### config.mk
export PLATFORM = sky130hd
export DESIGN_NAME = code_mem_ctrl
export DESIGN_NICKNAME = d
export VERILOG_FILES = /design/src/rtl/code_mem_pkg.sv /design/src/rtl/fetch_fifo.sv /design/src/rtl/code_mem_ctrl.sv
export SDC_FILE = /design/constraint.sdc
export NUM_CORES = 1
export LEC_CHECK = 0
export CAP_MARGIN = 10
export CORE_MARGIN = 2
export CORE_UTILIZATION = 25
export DETAILED_ROUTE_END_ITERATION = 12
export DONT_BUFFER_PORTS = 1
export SLEW_MARGIN = 20
export SYNTH_ARGS = -nofsm -noshare
export SYNTH_HDL_FRONTEND = slang
export SYNTH_SLANG_ARGS = --single-unit
### constraint.sdc
create_clock -name clock -period 7.2 [get_ports clock]
set_clock_uncertainty 0.15 [all_clocks]
set_input_delay 1.44 -clock clock [delete_from_list [all_inputs] [get_ports clock]]
set_output_delay 1.44 -clock clock [all_outputs]
set_load 0.01 [all_outputs]
### src/rtl/code_mem_pkg.sv
// Shared definitions for the code-memory controller: bus widths, ROM map limits,
// controller state type and the prefetch queue entry layout.
package code_mem_pkg;

  localparam int ADDR_W = 16;
  localparam int DATA_W = 8;

  localparam logic [ADDR_W-1:0] ROM_LAST  = 16'h0410;
  localparam logic [DATA_W-1:0] FILL_BYTE = 8'h00;

  typedef enum logic [1:0] {
    FETCH     = 2'd0,
    MOVC_ACC  = 2'd1,
    MOVC_DONE = 2'd2
  } ctrl_state_e;

  typedef struct packed {
    logic [ADDR_W-1:0] addr;
    logic [DATA_W-1:0] data;
  } pf_entry_t;

  // Bytes beyond the implemented ROM read back as the fill opcode.
  function automatic logic [DATA_W-1:0] rom_or_fill(
    input logic              hit,
    input logic [DATA_W-1:0] rom_data,
    input logic [DATA_W-1:0] fill_data
  );
    return hit ? rom_data : fill_data;
  endfunction

endpackage

### src/rtl/fetch_fifo.sv
// Small prefetch queue of {addr, byte} entries with push, pop, clear and an
// occupancy count; the head entry is presented combinationally.
module fetch_fifo
  import code_mem_pkg::*;
#(
  parameter  int DEPTH = 2,
  localparam int CNT_W = $clog2(DEPTH + 1),
  localparam int PTR_W = (DEPTH > 1) ? $clog2(DEPTH) : 1
) (
  input  logic             clock,
  input  logic             reset,
  input  logic             clear,
  input  logic             push,
  input  logic             pop,
  input  pf_entry_t        push_entry,
  output logic             head_vld,
  output pf_entry_t        head_entry,
  output logic [CNT_W-1:0] count
);

  localparam logic [PTR_W-1:0] LAST_PTR = PTR_W'(DEPTH - 1);

  pf_entry_t [DEPTH-1:0] slots;
  logic [PTR_W-1:0]      wr_ptr_reg;
  logic [PTR_W-1:0]      rd_ptr_reg;
  logic [CNT_W-1:0]      count_reg;
  logic                  do_push;
  logic                  do_pop;

  function automatic logic [PTR_W-1:0] ptr_inc(input logic [PTR_W-1:0] p);
    return (p == LAST_PTR) ? '0 : p + PTR_W'(1);
  endfunction

  // Clear wins over push and pop so a redirect never leaks a stale byte.
  assign do_push = push & ~clear;
  assign do_pop  = pop & ~clear & (count_reg != '0);

  for (genvar gi = 0; gi < DEPTH; gi++) begin : g_slot
    pf_entry_t entry_reg;

    always_ff @(posedge clock or posedge reset) begin
      if (reset) begin
        entry_reg <= '0;
      end else if (do_push && (wr_ptr_reg == PTR_W'(gi))) begin
        entry_reg <= push_entry;
      end
    end

    assign slots[gi] = entry_reg;
  end

  always_ff @(posedge clock or posedge reset) begin
    if (reset) begin
      wr_ptr_reg <= '0;
      rd_ptr_reg <= '0;
      count_reg  <= '0;
    end else if (clear) begin
      wr_ptr_reg <= '0;
      rd_ptr_reg <= '0;
      count_reg  <= '0;
    end else begin
      if (do_push) begin
        wr_ptr_reg <= ptr_inc(wr_ptr_reg);
      end
      if (do_pop) begin
        rd_ptr_reg <= ptr_inc(rd_ptr_reg);
      end
      count_reg <= count_reg + CNT_W'(do_push) - CNT_W'(do_pop);
    end
  end

  assign head_vld   = (count_reg != '0);
  assign head_entry = head_vld ? slots[rd_ptr_reg] : '0;
  assign count      = count_reg;

endmodule

### src/rtl/code_mem_ctrl.sv
// Code-memory controller: arbitrates a single-ported ROM between the instruction
// prefetcher and MOVC data reads, with branch flush of the prefetch queue.
module code_mem_ctrl
  import code_mem_pkg::*;
#(
  parameter int                PF_DEPTH  = 2,
  parameter logic [ADDR_W-1:0] ROM_LAST  = code_mem_pkg::ROM_LAST,
  parameter logic [DATA_W-1:0] FILL_BYTE = code_mem_pkg::FILL_BYTE
) (
  input  logic              clock,
  input  logic              reset,
  input  logic              flush,
  input  logic [ADDR_W-1:0] flush_addr,
  input  logic              if_ready,
  output logic              if_vld,
  output logic [DATA_W-1:0] if_byte,
  output logic [ADDR_W-1:0] if_pc,
  input  logic              movc_req,
  input  logic [ADDR_W-1:0] movc_addr,
  output logic [DATA_W-1:0] movc_byte,
  output logic              movc_done,
  output logic              rom_en,
  output logic [ADDR_W-1:0] rom_addr,
  input  logic [DATA_W-1:0] rom_byte
);

  localparam int               CNT_W   = $clog2(PF_DEPTH + 1);
  localparam logic [CNT_W-1:0] DEPTH_C = CNT_W'(PF_DEPTH);

  ctrl_state_e       state_reg;
  ctrl_state_e       state_next;
  logic [ADDR_W-1:0] fpc_reg;
  logic [ADDR_W-1:0] fpc_next;
  logic [DATA_W-1:0] movc_byte_reg;
  logic [CNT_W-1:0]  pf_count;
  pf_entry_t         push_entry;
  pf_entry_t         head_entry;
  logic              head_vld;
  logic              pop;
  logic              fetch_go;
  logic              fetch_hit;
  logic              movc_hit;
  logic              movc_acc;

  assign pop       = head_vld & if_ready;
  assign fetch_hit = (fpc_reg <= ROM_LAST);
  assign movc_hit  = (movc_addr <= ROM_LAST);
  assign movc_acc  = (state_reg == MOVC_ACC);

  always_ff @(posedge clock or posedge reset) begin
    if (reset) begin
      state_reg     <= FETCH;
      fpc_reg       <= '0;
      movc_byte_reg <= '0;
    end else begin
      state_reg <= state_next;
      fpc_reg   <= fpc_next;
      if (movc_acc) begin
        movc_byte_reg <= rom_or_fill(movc_hit, rom_byte, FILL_BYTE);
      end
    end
  end

  always_comb begin
    state_next = state_reg;
    fetch_go   = 1'b0;
    rom_en     = 1'b0;
    rom_addr   = '0;

    unique case (state_reg)
      FETCH:     if (movc_req) state_next = MOVC_ACC;
      MOVC_ACC:  state_next = MOVC_DONE;
      MOVC_DONE: state_next = FETCH;
      default:   state_next = FETCH;
    endcase

    // A full queue may still accept a byte when the head leaves in the same cycle.
    if (!reset && !flush && !movc_acc) begin
      fetch_go = (pf_count < DEPTH_C) || ((pf_count == DEPTH_C) && pop);
    end

    if (!reset) begin
      if (movc_acc) begin
        if (movc_hit) begin
          rom_en   = 1'b1;
          rom_addr = movc_addr;
        end
      end else if (fetch_go && fetch_hit) begin
        rom_en   = 1'b1;
        rom_addr = fpc_reg;
      end
    end
  end

  always_comb begin
    fpc_next = fpc_reg;
    if (flush) begin
      fpc_next = flush_addr;
    end else if (fetch_go) begin
      fpc_next = fpc_reg + ADDR_W'(1);
    end
  end

  assign push_entry = '{addr: fpc_reg, data: rom_or_fill(fetch_hit, rom_byte, FILL_BYTE)};

  fetch_fifo #(
    .DEPTH (PF_DEPTH)
  ) u_fetch_fifo (
    .clock      (clock),
    .reset      (reset),
    .clear      (flush),
    .push       (fetch_go),
    .pop        (pop),
    .push_entry (push_entry),
    .head_vld   (head_vld),
    .head_entry (head_entry),
    .count      (pf_count)
  );

  assign if_vld    = head_vld;
  assign if_byte   = head_entry.data;
  assign if_pc     = head_entry.addr;
  assign movc_byte = movc_byte_reg;
  assign movc_done = (state_reg == MOVC_DONE);

endmodule

## Word level (Yosys, flattened, before mapping)

Cells that the tools add are included.

| cells by class | value |
|---|---|
| add/sub/neg operators | 5 |
| multiply operators | 0 |
| divide/modulo/power cells | 0 |
| $lt $le $gt $ge | 4 |
| equality and inequality tests | 4 |
| shifts and indexed selects | 0 |
| multiplexer cells | 25 |
| bitwise operators | 6 |
| reduce and logical (&&, ||, !) cells | 15 |

Operators by type and width:

| cell | count |
|---|---|
| $mux W16 | 6 |
| $mux W24 | 3 |
| $le A16 B11 Y1 const B | 2 |
| $add A16 B1 Y16 const B | 1 |
| $mux W8 | 2 |
| $mux W1 | 11 |
| $reduce_bool A2 Y1 | 4 |
| $logic_and A1 B1 Y1 | 6 |
| $and A1 B1 Y1 | 4 |
| $eq A2 B2 Y1 const B | 2 |
| $mux W2 | 2 |
| $pmux W2 S2 | 1 |
| $logic_not A1 Y1 | 3 |
| $add A1 B1 Y1 const B | 2 |
| $add A2 B1 Y2 | 1 |
| $eq A2 B1 Y1 const B | 1 |
| $logic_not A2 Y1 | 1 |
| $lt A1 B2 Y1 const B | 1 |
| $lt A2 B2 Y1 const B | 1 |
| $ne A2 B2 Y1 const B | 1 |
| $not A1 Y1 | 2 |
| $sub A2 B1 Y2 | 1 |
| $logic_or A1 B1 Y1 | 1 |

| storage, ports and cells | value |
|---|---|
| register bits | 78 |
| latch bits | 0 |
| memory bits (writable) | 0 |
| ROM bits | 0 |
| input bits | 45 |
| memories | 0 |

## Depth between registers and ports, before layout

| depth | value |
|---|---|
| word-level depth | 9 |
| gate-level depth with buffers | 9 |
| depth with buffers taken out | 8 |

## Modules after synthesis

A second synthesis with hierarchy kept.

| second synthesis, totals | value |
|---|---|
| cells, all modules | 392 |
| area total of the unflattened synthesis | 4,300.4 um2 |

Modules (own cells, without submodules):

| module | instances | cells an instance | area each (um2) | sequential area each (um2) |
|---|---|---|---|---|
| fetch_fifo | 1 | 177 | 2,398.6 | 1,301.2 |
| code_mem_ctrl | 1 | 215 | 1,901.8 | 650.6 |

## Worst setup path before layout

No wires, ideal clock.

| timing | value |
|---|---|
| path type | input to output |
| from | in reset |
| to | out rom_addr[9] |
| arrival time | 4.296 ns |
| required time | 5.610 ns |
| setup slack | 1.314 ns |
| cell stages on the path | 6 |
| buffers on the path | 1 |
| cell sequence | inv_1 -> o2111ai_1 -> inv_1 -> clkbuf_8 -> nand4_1 -> a21oi_1 |

| on the way | value |
|---|---|
| longest elaborated chain between the ends | 8 |

Ends and longest elaborated chain:

| what | RTL line | text |
|---|---|---|
| start: declaration | code_mem_ctrl.sv:11 | `input logic reset,` |
| $logic_not A1 Y1 (no line) | - |  |
| $logic_and A1 B1 Y1 (2 in series) | code_mem_ctrl.sv:78 | `if (!reset && !flush && !movc_acc) begin` |
| $mux W1 | code_mem_ctrl.sv:78 |  |
| $logic_and A1 B1 Y1 | code_mem_ctrl.sv:88 | `end else if (fetch_go && fetch_hit) begin` |
| $mux W16 | code_mem_ctrl.sv:88 |  |
| $mux W16 | code_mem_ctrl.sv:83 | `if (movc_acc) begin` |
| $mux W16 (*) | code_mem_ctrl.sv:82 | `if (!reset) begin` |
| end: declaration | code_mem_ctrl.sv:23 | `output logic [ADDR_W-1:0] rom_addr,` |

Every way passes the cells marked *; elsewhere a longest branch is shown, timed or not.

## Worst setup path after layout

| timing | value |
|---|---|
| from | in flush |
| to | out rom_addr[6] |

| on the way | value |
|---|---|
| longest elaborated chain between the ends | 8 |

Ends and longest elaborated chain:

| what | RTL line | text |
|---|---|---|
| start: declaration | code_mem_ctrl.sv:12 | `input logic flush,` |
| $logic_not A1 Y1 | code_mem_ctrl.sv:78 |  |
| $logic_and A1 B1 Y1 (2 in series) | code_mem_ctrl.sv:78 |  |
| $mux W1 | code_mem_ctrl.sv:78 |  |
| $logic_and A1 B1 Y1 | code_mem_ctrl.sv:88 |  |
| $mux W16 | code_mem_ctrl.sv:88 |  |
| $mux W16 | code_mem_ctrl.sv:83 |  |
| $mux W16 | code_mem_ctrl.sv:82 |  |

Every way passes these cells.

==> results.md <==
- Outcome: finished, final reports clean
- CTS tree: done
- EDFF count, synth: 0
- Final setup viols: 0
- Die width: 134 microns
- Row cnt: 47
- Max FFs per register: 48
- Setup Total Neg Slack: 0 ps
- RR Startpoint: state_reg[1]
- Initial Utilization: 25.5%
- Fill cells: between 1500 and 2000
- Synth Flop Type: dfrtp_1
- Met3 WL: 964 microns
- Core area: 16500 sq um
- Largest family of logic cells by synthesized area: multiplexers
- WL final: 11.2 mm
- Area occupied by multi-input gates: approximately 2000 sq um
- GRT Util Overall: approximately an eighth
- Post-synthesis sequential area ratio: approximately 46%
- RSZ-0062 raised after global routing: false
- Synth Cell Area: 4210 sq um
- Period utilization: 68.5%
- Clock Tree Buf Depth: 2
- Root Buffer: clkbuf_16
- Largest net degree at the start of global routing: 82
- H-tree Lvls: 3
- Max Fanout on Critical Path: 26
- Yosys cell types: 54
- Crit Path Category: primary input to output port
- Worst skew pair latency: 330 ps
- Die area: 17900 sq um
- Max-slew violation count: 0
- Post-route worst setup slack: 2270 ps
- Leak pwr: 1.84 nW
- Post-Synth Adder-Cell Area: under 10%
- DR WL/cell: 18.3 microns
- Post-CTS Resized: 0
- Antenna diodes: 0
- Final non-filler cell area: about 4600 sq um
- Clock Pin Slew Worst Setup and Hold Paths: 60 ps
- Cell count of the worst reg-to-reg path: 5
- DRC violations left: 0
- Power Dens Cells: 303 nW/um^2
- Vias in the first global route: 3118
- Gpl congestion: 0.791
- Syn Inst Count: roughly 400
- Initial antenna violation count: 0
- Post-synthesis compound-gate area fraction: 11.3%
- Syn Area/Cell: 10.5 sq um
- Chip height: 134 microns
- Vias per cell: 5.04
- Measured slew at the worst slew-check pin: 967 ps
- Synth Area in XOR/XNOR: about 1.5%
- First DRT Iteration DRCs: 199
- PortBufs: 0
- Placed cell areas: 4300 sq um
- Router iterations before antenna repair: 4
- Hold_buf cts: 0
- R2R Path End: u_fetch_fifo.g_slot[1].entry_reg[20]
- Min Tclk post-route: 4930 ps
- Async set-reset flop share out of synthesis: 100%
- Slew HR: 35.5%
- Met2 Wirelength: 5.25 mm
- Final net count: 436
- Post-synthesis mux area share: around 17%
- Dpl ws: 2310 ps
- Util after Layout: 28.0%
- Final Hold Viols: 0
- Critical path launch point type: primary input
- Worst Setup End Kind: output port
- CTS sink cnt: 78
- Vias: 3086
- Synthesized flop and latch total: 78
- Worst hold start: state_reg[1]
- Io pins: 96
- Wl on met1: 4.73 mm
- Post-Synth Simple-Gate Area: 15.3%
- Critical path arrival: around 3300 ps
- Worst Hold Class: flip-flop to flip-flop
- Area delta synth->final: 9.93%
- Antenna-violating nets left: 0
- CP required: around 5600 ps
- R2r setup slk: 3960 ps
- Post-CTS Setup Repair Bufs: 0
- CTS Buf Count: 9
- Worst Hold Endpoint: state_reg[0]
- Hold path depth: 1
- Max cap viols: 0
- First-pass GRT wire length: 17.5 mm
- Post-detail-place hpwl: 8.01 mm
- Top sig layer: met4
- Maximum VDD drop: roughly 0.10 mV
- Reg area: slightly below 2000 sq um
- Yosys warning total: 0
- Max frequency: between 200 and 250 MHz
- GR Overflow Total: 0
- Share of layout cells above drive strength 1: 19.9%
stage by stage:
stage,hold slack [ps],std cells,power [mW]
3_3_place_gp,281,596,0.910
2_1_floorplan,264,405,0.852
4_1_cts,302,612,1.43
5_1_grt,323,612,1.48
6_report,310,612,1.40
3_5_place_dp,292,596,0.928
how the worst max path moves through the flow:
stage	start	endpoint	slack, ps	depth (start not counted)
6_report	flush	rom_addr[6]	2270	5
5_1_grt	flush	rom_addr[8]	2040	5
4_1_cts	flush	rom_addr[6]	2310	5
3_5_place_dp	flush	rom_addr[6]	2310	5
3_3_place_gp	flush	rom_addr[8]	2430	5
2_1_floorplan	reset	rom_addr[9]	1310	6
cells in the mapped netlist (2+ instances only):
cell	number	area share [%]
buf_2	10	1.2
clkbuf_8	4	1.3
o31ai_1	5	0.89
nand3_1	12	1.4
clkbuf_1	8	0.71
a22o_1	8	1.7
nand2b_1	3	0.45
o311ai_0	2	0.42
inv_1	13	1.2
or4_1	6	1.1
or4_4	2	0.53
nand2_1	26	2.3
a21oi_1	13	1.5
mux2i_1	25	5.9
nand4_1	14	2.1
nor2_1	41	3.7
dfrtp_1	78	46
o2111ai_1	3	0.62
or3_1	3	0.45
a31oi_1	6	0.89
buf_4	6	1.1
o31a_1	2	0.42
o211ai_1	3	0.53
and4_1	2	0.42
nor3_1	2	0.24
and3_2	5	0.89
xnor2_1	5	1.0
xor2_1	2	0.42
ha_1	4	1.2
mux2_2	42	11
nor2b_1	3	0.45
buf_6	4	1.1
o21ai_0	18	2.1
worst max-delay path, cell delays in order:
cell and delay [ps]:
clkinv_1 270, o2111ai_1 510, inv_1 570, nand4_1 150, a21oi_1 380
cell type report:
cell class,count,share of cell area (%)
Timing Repair Buffer,5,0.892
Sequential cell,78,42.2
Tap cell,220,5.95
Inverter,14,1.14
Clock inverter,5,1.78
Multi-Input combinational cell,279,42.8
Clock buffer,11,5.24
report_power, final:
group | total [mW] | internal (mW) | switching [mW]
combinational | 0.301 | 0.134 | 0.167
sequential | 0.613 | 0.537 | 0.0759
clock | 0.490 | 0.314 | 0.177
total | 1.40 | 0.984 | 0.420
cell families (layout without fill, tap and decap cells):
kind of cell,count (synthesis),count (layout)
AND/OR/NAND/NOR,127,127
flip-flops,78,78
AO/OA/AOI/OAI,69,69
multiplexers,67,67
buffers and inverters,48,35
XOR/XNOR,7,7
adder cells (fa/ha/maj),4,4
other,1,5
placed cells by master, fill, tap and decap left out, types with 6 or more instances in the layout:
master	count
mux2i_1	25
nor2_1	39
o21ai_0	18
or4_1	6
dfrtp_1	78
a22o_1	8
a21oi_1	13
nand2_1	26
clkbuf_16	9
nand4_1	14
nand3_1	12
mux2_2	42
a31oi_1	6
inv_1	12
per-layer routing:
layer	vias up	GRT usage (%)
met5	-	0
met4	0	4.31
met3	21	4.99
met2	115	20.3
met1	1542	15.9
li1	1408	-
Note: power is estimated with default switching activity, not from simulation.
